### config.mk
export PLATFORM = sky130hd
export DESIGN_NAME = fetch_stage
export DESIGN_NICKNAME = d
export VERILOG_FILES = /design/src/rtl/fetch_pkg.sv /design/src/rtl/ifid_reg.sv /design/src/rtl/fetch_stage.sv
export SDC_FILE = /design/constraint.sdc
export NUM_CORES = 1
export LEC_CHECK = 0
export BUFFER_PORTS_ARGS = -buffer_cell sky130_fd_sc_hd__clkbuf_2
export CORE_ASPECT_RATIO = 1.4
export CORE_UTILIZATION = 35
export DETAILED_ROUTE_END_ITERATION = 10
export HOLD_SLACK_MARGIN = 0.15
export SYNTH_ARGS = -nofsm -noshare
export SYNTH_HDL_FRONTEND = slang
export SYNTH_SLANG_ARGS = --single-unit
### constraint.sdc
create_clock -name clk -period 3.7 [get_ports clk]
set_input_delay 0.185 -clock clk [delete_from_list [all_inputs] [get_ports clk]]
set_output_delay 0.185 -clock clk [all_outputs]
set_load 0.005 [all_outputs]
### src/rtl/fetch_pkg.sv
// rtl/fetch_pkg.sv - shared constants and types for the instruction fetch stage
package fetch_pkg;

  localparam int unsigned XLEN = 32;

  // Bubble word placed in IF/ID on flush or redirect
  localparam logic [XLEN-1:0] NOP_INSTR = '0;

  // Default PC loaded on reset
  localparam logic [XLEN-1:0] RESET_PC_DEFAULT = '0;

  typedef struct packed {
    logic [XLEN-1:0] instr;
    logic [XLEN-1:0] pc_plus8;
    logic            valid;
  } ifid_t;

endpackage

### src/rtl/ifid_reg.sv
// rtl/ifid_reg.sv - IF/ID pipeline register with reset, bubble clear and load enable
module ifid_reg
  import fetch_pkg::*;
#(
  parameter int WIDTH = 32
) (
  input  logic             clk,
  input  logic             reset,
  input  logic             clear,
  input  logic             enable,
  input  logic [WIDTH-1:0] instr_in,
  input  logic [WIDTH-1:0] pc_plus8_in,
  output logic [WIDTH-1:0] instr_o,
  output logic [WIDTH-1:0] pc_plus8_o,
  output logic             valid_o
);

  logic [WIDTH-1:0] instr_q, instr_d;
  logic [WIDTH-1:0] pc_plus8_q, pc_plus8_d;
  logic             valid_q, valid_d;

  // Clear (bubble) beats enable; with neither, the register holds
  always_comb begin
    instr_d    = instr_q;
    pc_plus8_d = pc_plus8_q;
    valid_d    = valid_q;
    if (clear) begin
      instr_d    = WIDTH'(NOP_INSTR);
      pc_plus8_d = '0;
      valid_d    = 1'b0;
    end else if (enable) begin
      instr_d    = instr_in;
      pc_plus8_d = pc_plus8_in;
      valid_d    = 1'b1;
    end
  end

  // Register update; reset outranks everything
  always_ff @(posedge clk) begin
    if (reset) begin
      instr_q    <= WIDTH'(NOP_INSTR);
      pc_plus8_q <= '0;
      valid_q    <= 1'b0;
    end else begin
      instr_q    <= instr_d;
      pc_plus8_q <= pc_plus8_d;
      valid_q    <= valid_d;
    end
  end

  assign instr_o    = instr_q;
  assign pc_plus8_o = pc_plus8_q;
  assign valid_o    = valid_q;

endmodule

### src/rtl/fetch_stage.sv
// rtl/fetch_stage.sv - PC register, next-PC selection and IF/ID register of the core
module fetch_stage
  import fetch_pkg::*;
#(
  parameter int               WIDTH    = 32,
  parameter logic [WIDTH-1:0] RESET_PC = WIDTH'(RESET_PC_DEFAULT),
  parameter int               CNT_W    = 16
) (
  input  logic             clk,
  input  logic             reset,
  input  logic             stall_f,
  input  logic             stall_d,
  input  logic             flush_d,
  input  logic             branch_taken_e,
  input  logic [WIDTH-1:0] branch_target_e,
  input  logic             pc_src_w,
  input  logic [WIDTH-1:0] result_w,
  input  logic [WIDTH-1:0] imem_rdata,
  output logic [WIDTH-1:0] imem_addr,
  output logic [WIDTH-1:0] instr_d,
  output logic [WIDTH-1:0] pc_plus8_d,
  output logic             valid_d,
  output logic [CNT_W-1:0] fetch_count
);

  logic [WIDTH-1:0] pc_q, pc_d;
  logic [CNT_W-1:0] cnt_q, cnt_d;
  logic [WIDTH-1:0] pc_plus4_f;
  logic [WIDTH-1:0] pc_plus8_f;
  logic             redirect;
  logic             ifid_clear;
  logic             ifid_load;

  assign pc_plus4_f = pc_q + WIDTH'(4);
  assign pc_plus8_f = pc_plus4_f + WIDTH'(4);
  assign redirect   = branch_taken_e | pc_src_w;
  assign ifid_clear = flush_d | redirect;
  assign ifid_load  = ~ifid_clear & ~stall_d;
  assign imem_addr  = pc_q;

  // Next PC: execute branch beats writeback redirect; either overrides stall_f
  always_comb begin
    pc_d = pc_plus4_f;
    if (branch_taken_e) begin
      pc_d = branch_target_e;
    end else if (pc_src_w) begin
      pc_d = result_w;
    end else if (stall_f) begin
      pc_d = pc_q;
    end
  end

  // Count instructions loaded into IF/ID, sticking at the top value
  always_comb begin
    cnt_d = cnt_q;
    if (ifid_load && (cnt_q != {CNT_W{1'b1}})) begin
      cnt_d = cnt_q + CNT_W'(1);
    end
  end

  // PC and counter registers
  always_ff @(posedge clk) begin
    if (reset) begin
      pc_q  <= RESET_PC;
      cnt_q <= '0;
    end else begin
      pc_q  <= pc_d;
      cnt_q <= cnt_d;
    end
  end

  assign fetch_count = cnt_q;

  ifid_reg #(
    .WIDTH(WIDTH)
  ) u_ifid_reg (
    .clk        (clk),
    .reset      (reset),
    .clear      (ifid_clear),
    .enable     (~stall_d),
    .instr_in   (imem_rdata),
    .pc_plus8_in(pc_plus8_f),
    .instr_o    (instr_d),
    .pc_plus8_o (pc_plus8_d),
    .valid_o    (valid_d)
  );

endmodule

# After elaboration in Yosys (flattened, before gate mapping)
# Cells that the tools add are included.
# totals
register_bits	113
in_bits	103
out_inout_bits	113
elab_cells	20
# classes
n_addsub	3
eq_ne	2
n_mux	3
bitwise	5
reduce_logical	2
# ops
operator	n
$mux 32	3
$add 32x3->32 const B	2
$add 16x1->16 const B	1
$ne 16x16->1 const B	1
$ne 3x1->1 const B	1
$not 1->1	2
$or 1x1->1	2
$reduce_or 2->1	1
$and 1x1->1	1
$logic_and 1x1->1	1

# Logic depth before layout (Yosys ltp)
# depth
depth_word	5
mapped_depth	12
mapped_depth_nobuf	9

# Modules after synthesis
# Synthesis repeated with hierarchy kept, for this count alone.
# unflattened
hier_cells	735
hier_area_um2	6364.9
# by_module_without_submodules
mod	n_inst	cells_per_inst	area_each_um2	seq_area_each_um2
fetch_stage	1	525	4025.1	960.9
ifid_reg	1	210	2339.7	1301.2

# Least setup slack after synthesis
# No wires, ideal clock.
# synth_path
path_type	reg2reg
startpoint	register pc_q[2] (netlist: imem_addr[2])
endpoint	register u_ifid_reg.pc_plus8_q[27] (netlist: u_ifid_reg.pc_plus8_o[27])
setup_ns	0.062
arrival_ns	2.918
required_time_ns	3.638
path_slack_ns	0.720
stages_incl_launch_ff	13
path_buffers	3
period_less_slack_ns	2.980
path_cell_list	dfxtp_1 > ha_1 > buf_4 > nand3_2 > or3_1 > buf_6 > or3_4 > a22oi_2 > and4b_1 > buf_6 > nand3_2 > or4_1 > nand3_1
# synth_via
elab_chain_len	2
# synth_lines
item	line	rtl
start: declaration	fetch_stage.sv:26	logic [WIDTH-1:0] pc_q, pc_d;
start signal: assignment	fetch_stage.sv:67	pc_q <= pc_d;
$add 32x3->32	fetch_stage.sv:34	assign pc_plus4_f = pc_q + WIDTH'(4);
$add 32x3->32	fetch_stage.sv:35	assign pc_plus8_f = pc_plus4_f + WIDTH'(4);
end signal: assignment	ifid_reg.sv:46	pc_plus8_q <= pc_plus8_d;
end: declaration	ifid_reg.sv:19	logic [WIDTH-1:0] pc_plus8_q, pc_plus8_d;
# No other way between the ends.
# A chain may end at the register's enable or synchronous reset.

# Worst setup path in the final report
# layout_path
startpoint	register pc_q[3] (netlist: imem_addr[3])
endpoint	register u_ifid_reg.pc_plus8_q[27] (netlist: u_ifid_reg.pc_plus8_o[27])
# The elaborated chain is that of the path after synthesis.

==> results by group <==
Critical path
  – Critical Path AT: 3.64 ns
  – CP required: 4.05 ns
  – Largest stage delay on the critical path: 0.54 ns
  – Crit end category: register
  – Crit Path Class: reg2reg
  – Crit path top cell by count: nand3_2
  – Max Fanout on Critical Path: 12
  – Startpoint Class: register
  – Worst path cell trace: ha_1 -> nand3_2 -> or3_1 -> or3_4 -> a22oi_2 -> and4b_1 -> nand3_2 -> or4_1 -> nand3_1
  – Slowest cell on the critical path: dfxtp_1

GRT
  – First-pass GRT wire length: 32260 um
  – Vias in the first global route: 6345
  – Largest net degree at the start of global routing: 59
  – Total track usage: 22.64%
  – Antenna violations before repair: 0
  – Gr ovfl total: 0

Floorplanning
  – Core area: 17330 sq um
  – Initial Utilization: 35.77%
  – Num ports: 216
  – Die height: 159.5 um
  – FP Rows: 57
  – Die W: 114.5 um
  – Die ar.: 18260 sq um

Drt
  – Drt drc: 0
  – Via count: 6546
  – Antenna-violating nets left: 0
  – Drt first-iter violations: 477
  – WL final: 20450 um
  – DRT Pass-1 Iters: 5
  – Vias per Instance: 5.102
  – Wire per inst: 15.94 um

STA
  – Worst Skew: 0.003806 ns
  – Slew Viols, Final: 0
  – Fmax: 304.6 MHz
  – Setup TNS: 0 ns
  – Endpoints failing setup: 0
  – Fin crit share: 88.73%
  – Worst slew margin: 34.85%
  – Min Hold Slack: 0.1831 ns
  – Min Clock Period, post-route: 3.283 ns
  – Final Hold Vio Count: 0
  – Worst slew pin tran: 0.9737 ns
  – RSZ-0062 raised after global routing: no

Power
  – P_leak: 0.003671 uW
  – Total Power: 3411 uW
  – Pwr Density: 391.5 nW/um^2
  – Max IR drop VDD: 0.0002207 V

Synth
  – Post-Synth Simple-Gate Area: 27.16%
  – Synth Area in XOR/XNOR: 7.487%
  – Synthesized instance count: 775
  – Largest family of logic cells by synthesized area: simple AND/OR/NAND/NOR gates
  – EDFF count, synth: 0
  – Post-synthesis compound-gate area fraction: 14.81%
  – Main synth FF type: dfxtp_1
  – Fraction of synthesized area in multiplexers: 7.931%
  – FF+latch count, synth: 113
  – Share of the synthesized area in the top cell type: 36.49%
  – Area contributors post-synth: dfxtp_1 36%, mux2i_1 7.7%, nor2_1 7.1%, xnor2_1 5.2%, nand2_1 3.8%
  – Synthesized area: 6200 sq um
  – Syn_area_per_cell: 8.000 sq um
  – Distinct cells, synth: 64
  – Yosys top cell by area: dfxtp_1
  – Sequential cell area fraction in the yosys report: 36.49%
  – Net count after synthesis: 881
  – Ys async rst share: 0%
  – Syn. warnings: 0
  – Adder-cell share of the synthesized area: 0.6054%

Clock tree
  – Setup Buffers After CTS: 0
  – Clock Pin Slew Worst Setup and Hold Paths: 0.05 ns
  – Clock latency on the worst-skew pair: 0.41 ns
  – CTS tree: done
  – H-tree levels: 4
  – Max clock buf depth: 2
  – # hold bufs at CTS: 69
  – Root buf cell: clkbuf_16
  – Total clock sinks: 113
  – # resized after CTS: 0
  – CTS Buf Count: 17

Flow run
  – Max cap viols: 0

Cells and area
  – Post-layout net count: 1142
  – Antenna cells: 0
  – Area Overhead vs Synth: 40.52%
  – Share of cells above drive strength 1: 26.84%
  – Fill count: 1699

Hold path
  – Worst Hold Class: in2reg

Placement
  – Final HPWL DP: 14710 um
  – Port Buf Inserts: 215
  – Gpl congestion: 0.8664

Outcome
  – Status: finished clean
state kept, by name, indices dropped and copies added (netlist names):
name / count
u_ifid_reg.pc_plus8_o: 32
imem_addr: 32
u_ifid_reg.instr_o: 32
fetch_count: 16
u_ifid_reg.valid_o: 1
cell usage after synthesis (2+ instances only):
library cell    n
o31ai_1         2
a31oi_1         3
or3_1          14
or4_1           5
and4_1          7
a22oi_1         7
nor4_1         15
a41oi_1         2
buf_6           2
xor2_1         16
or2_2           4
buf_4           8
nand2_1        62
nand4b_1        3
ha_1            3
and2_1          4
nand3_2         3
inv_1          14
clkinv_1        2
mux2i_1        48
clkbuf_1       30
buf_2           9
nor2_1        117
nor3_1         23
nor2b_1         6
a21o_1          2
a21oi_1        44
o31a_1          3
o211a_1         4
nor3b_1         3
o211ai_1       13
a211oi_1        9
nand2b_1        8
a221oi_1        8
nand4_1        14
xnor2_1        37
dfxtp_1       113
nand3_1        35
buf_1          11
o21ai_0        34
nor4b_1         2
and3_1          4
cell usage in the layout (no fill, tap or decap), types with 4 or more instances in the layout:
| cell | count |
|---|---|
| dfxtp_1 | 113 |
| a211oi_1 | 9 |
| nor2b_1 | 6 |
| clkbuf_16 | 17 |
| inv_1 | 14 |
| a22oi_1 | 7 |
| o211a_1 | 4 |
| dlygate4sd3_1 | 69 |
| or2_2 | 4 |
| nor3_1 | 23 |
| nor4_1 | 15 |
| a221oi_1 | 8 |
| xor2_1 | 16 |
| clkbuf_2 | 214 |
| or4_1 | 4 |
| buf_4 | 19 |
| nor2_1 | 117 |
| nand2b_1 | 8 |
| and2_1 | 4 |
| nand2_1 | 62 |
| o21ai_0 | 34 |
| nand4_1 | 14 |
| or3_1 | 14 |
| and3_1 | 4 |
| a21oi_1 | 44 |
| and4_1 | 7 |
| mux2i_1 | 48 |
| xnor2_1 | 37 |
| nand3_1 | 35 |
| o211ai_1 | 13 |
critical path, delay by kind of cell, from the launching register on:
family / cells / cell delay [ns]
fa+ha+maj: 1 / 0.27
compound gates: 1 / 0.27
simple gates: 7 / 2.15
flops: 1 / 0.54
final timing paths:
path / startpoint / depth (start not counted) / to / slack, ns
worst max-delay path: imem_addr[3] / 9 / u_ifid_reg.pc_plus8_o[27] / 0.42
worst min-delay path: branch_target_e[29] / 4 / imem_addr[29] / 0.18
worst max register to register: imem_addr[3] / 9 / u_ifid_reg.pc_plus8_o[27] / 0.42
worst min register to register: u_ifid_reg.valid_o / 1 / u_ifid_reg.valid_o / 0.45
final cells by class:
class / count / area, sq um / share of cell area [%]
Multi-Input combinational cell: 586 / 3597 / 41.29
Timing Repair Buffer: 302 / 1904 / 21.86
Inverter: 16 / 60.06 / 0.6894
Sequential cell: 113 / 2262 / 25.97
Clock buffer: 20 / 456.7 / 5.242
Tap cell: 236 / 295.3 / 3.389
Clock inverter: 10 / 136.4 / 1.565
per-layer routing:
layer / part of all wire [%] / track usage, %
met2: 49 / 39.37
met1: 41 / 25.88
met5: 0 / 0
met3: 7.0 / 6.129
met4: 2.8 / 9.150
logic make-up after synthesis:
kind of cell | after synthesis
AND/OR/NAND/NOR | 338
flip-flops | 113
AO/OA/AOI/OAI | 143
multiplexers | 49
adder cells (fa/ha/maj) | 3
buffers and inverters | 76
XOR/XNOR | 53
power by group:
group / internal (uW) / switching, uW / leakage, uW / total [uW]
Sequential: 1250 / 64.7 / 0.000919 / 1320
Clock: 1080 / 569 / 0.000284 / 1650
Combinational: 223 / 221 / 0.00247 / 444
through the flow:
step | instances | setup slack (ns) | area, sq um | utilization [%]
2_1_floorplan | 775 | 0.7199 | 6200 | -
3_3_place_gp | 1184 | 0.4917 | 7428 | 42.86
3_5_place_dp | 1184 | 0.4429 | 7428 | 42.86
4_1_cts | 1283 | 0.4291 | 8712 | 50.27
5_1_grt | 1283 | 0.1447 | 8712 | 50.27
6_report | 1283 | 0.4171 | 8712 | 50.27
No activity file was read; power rests on OpenSTA's default activity.
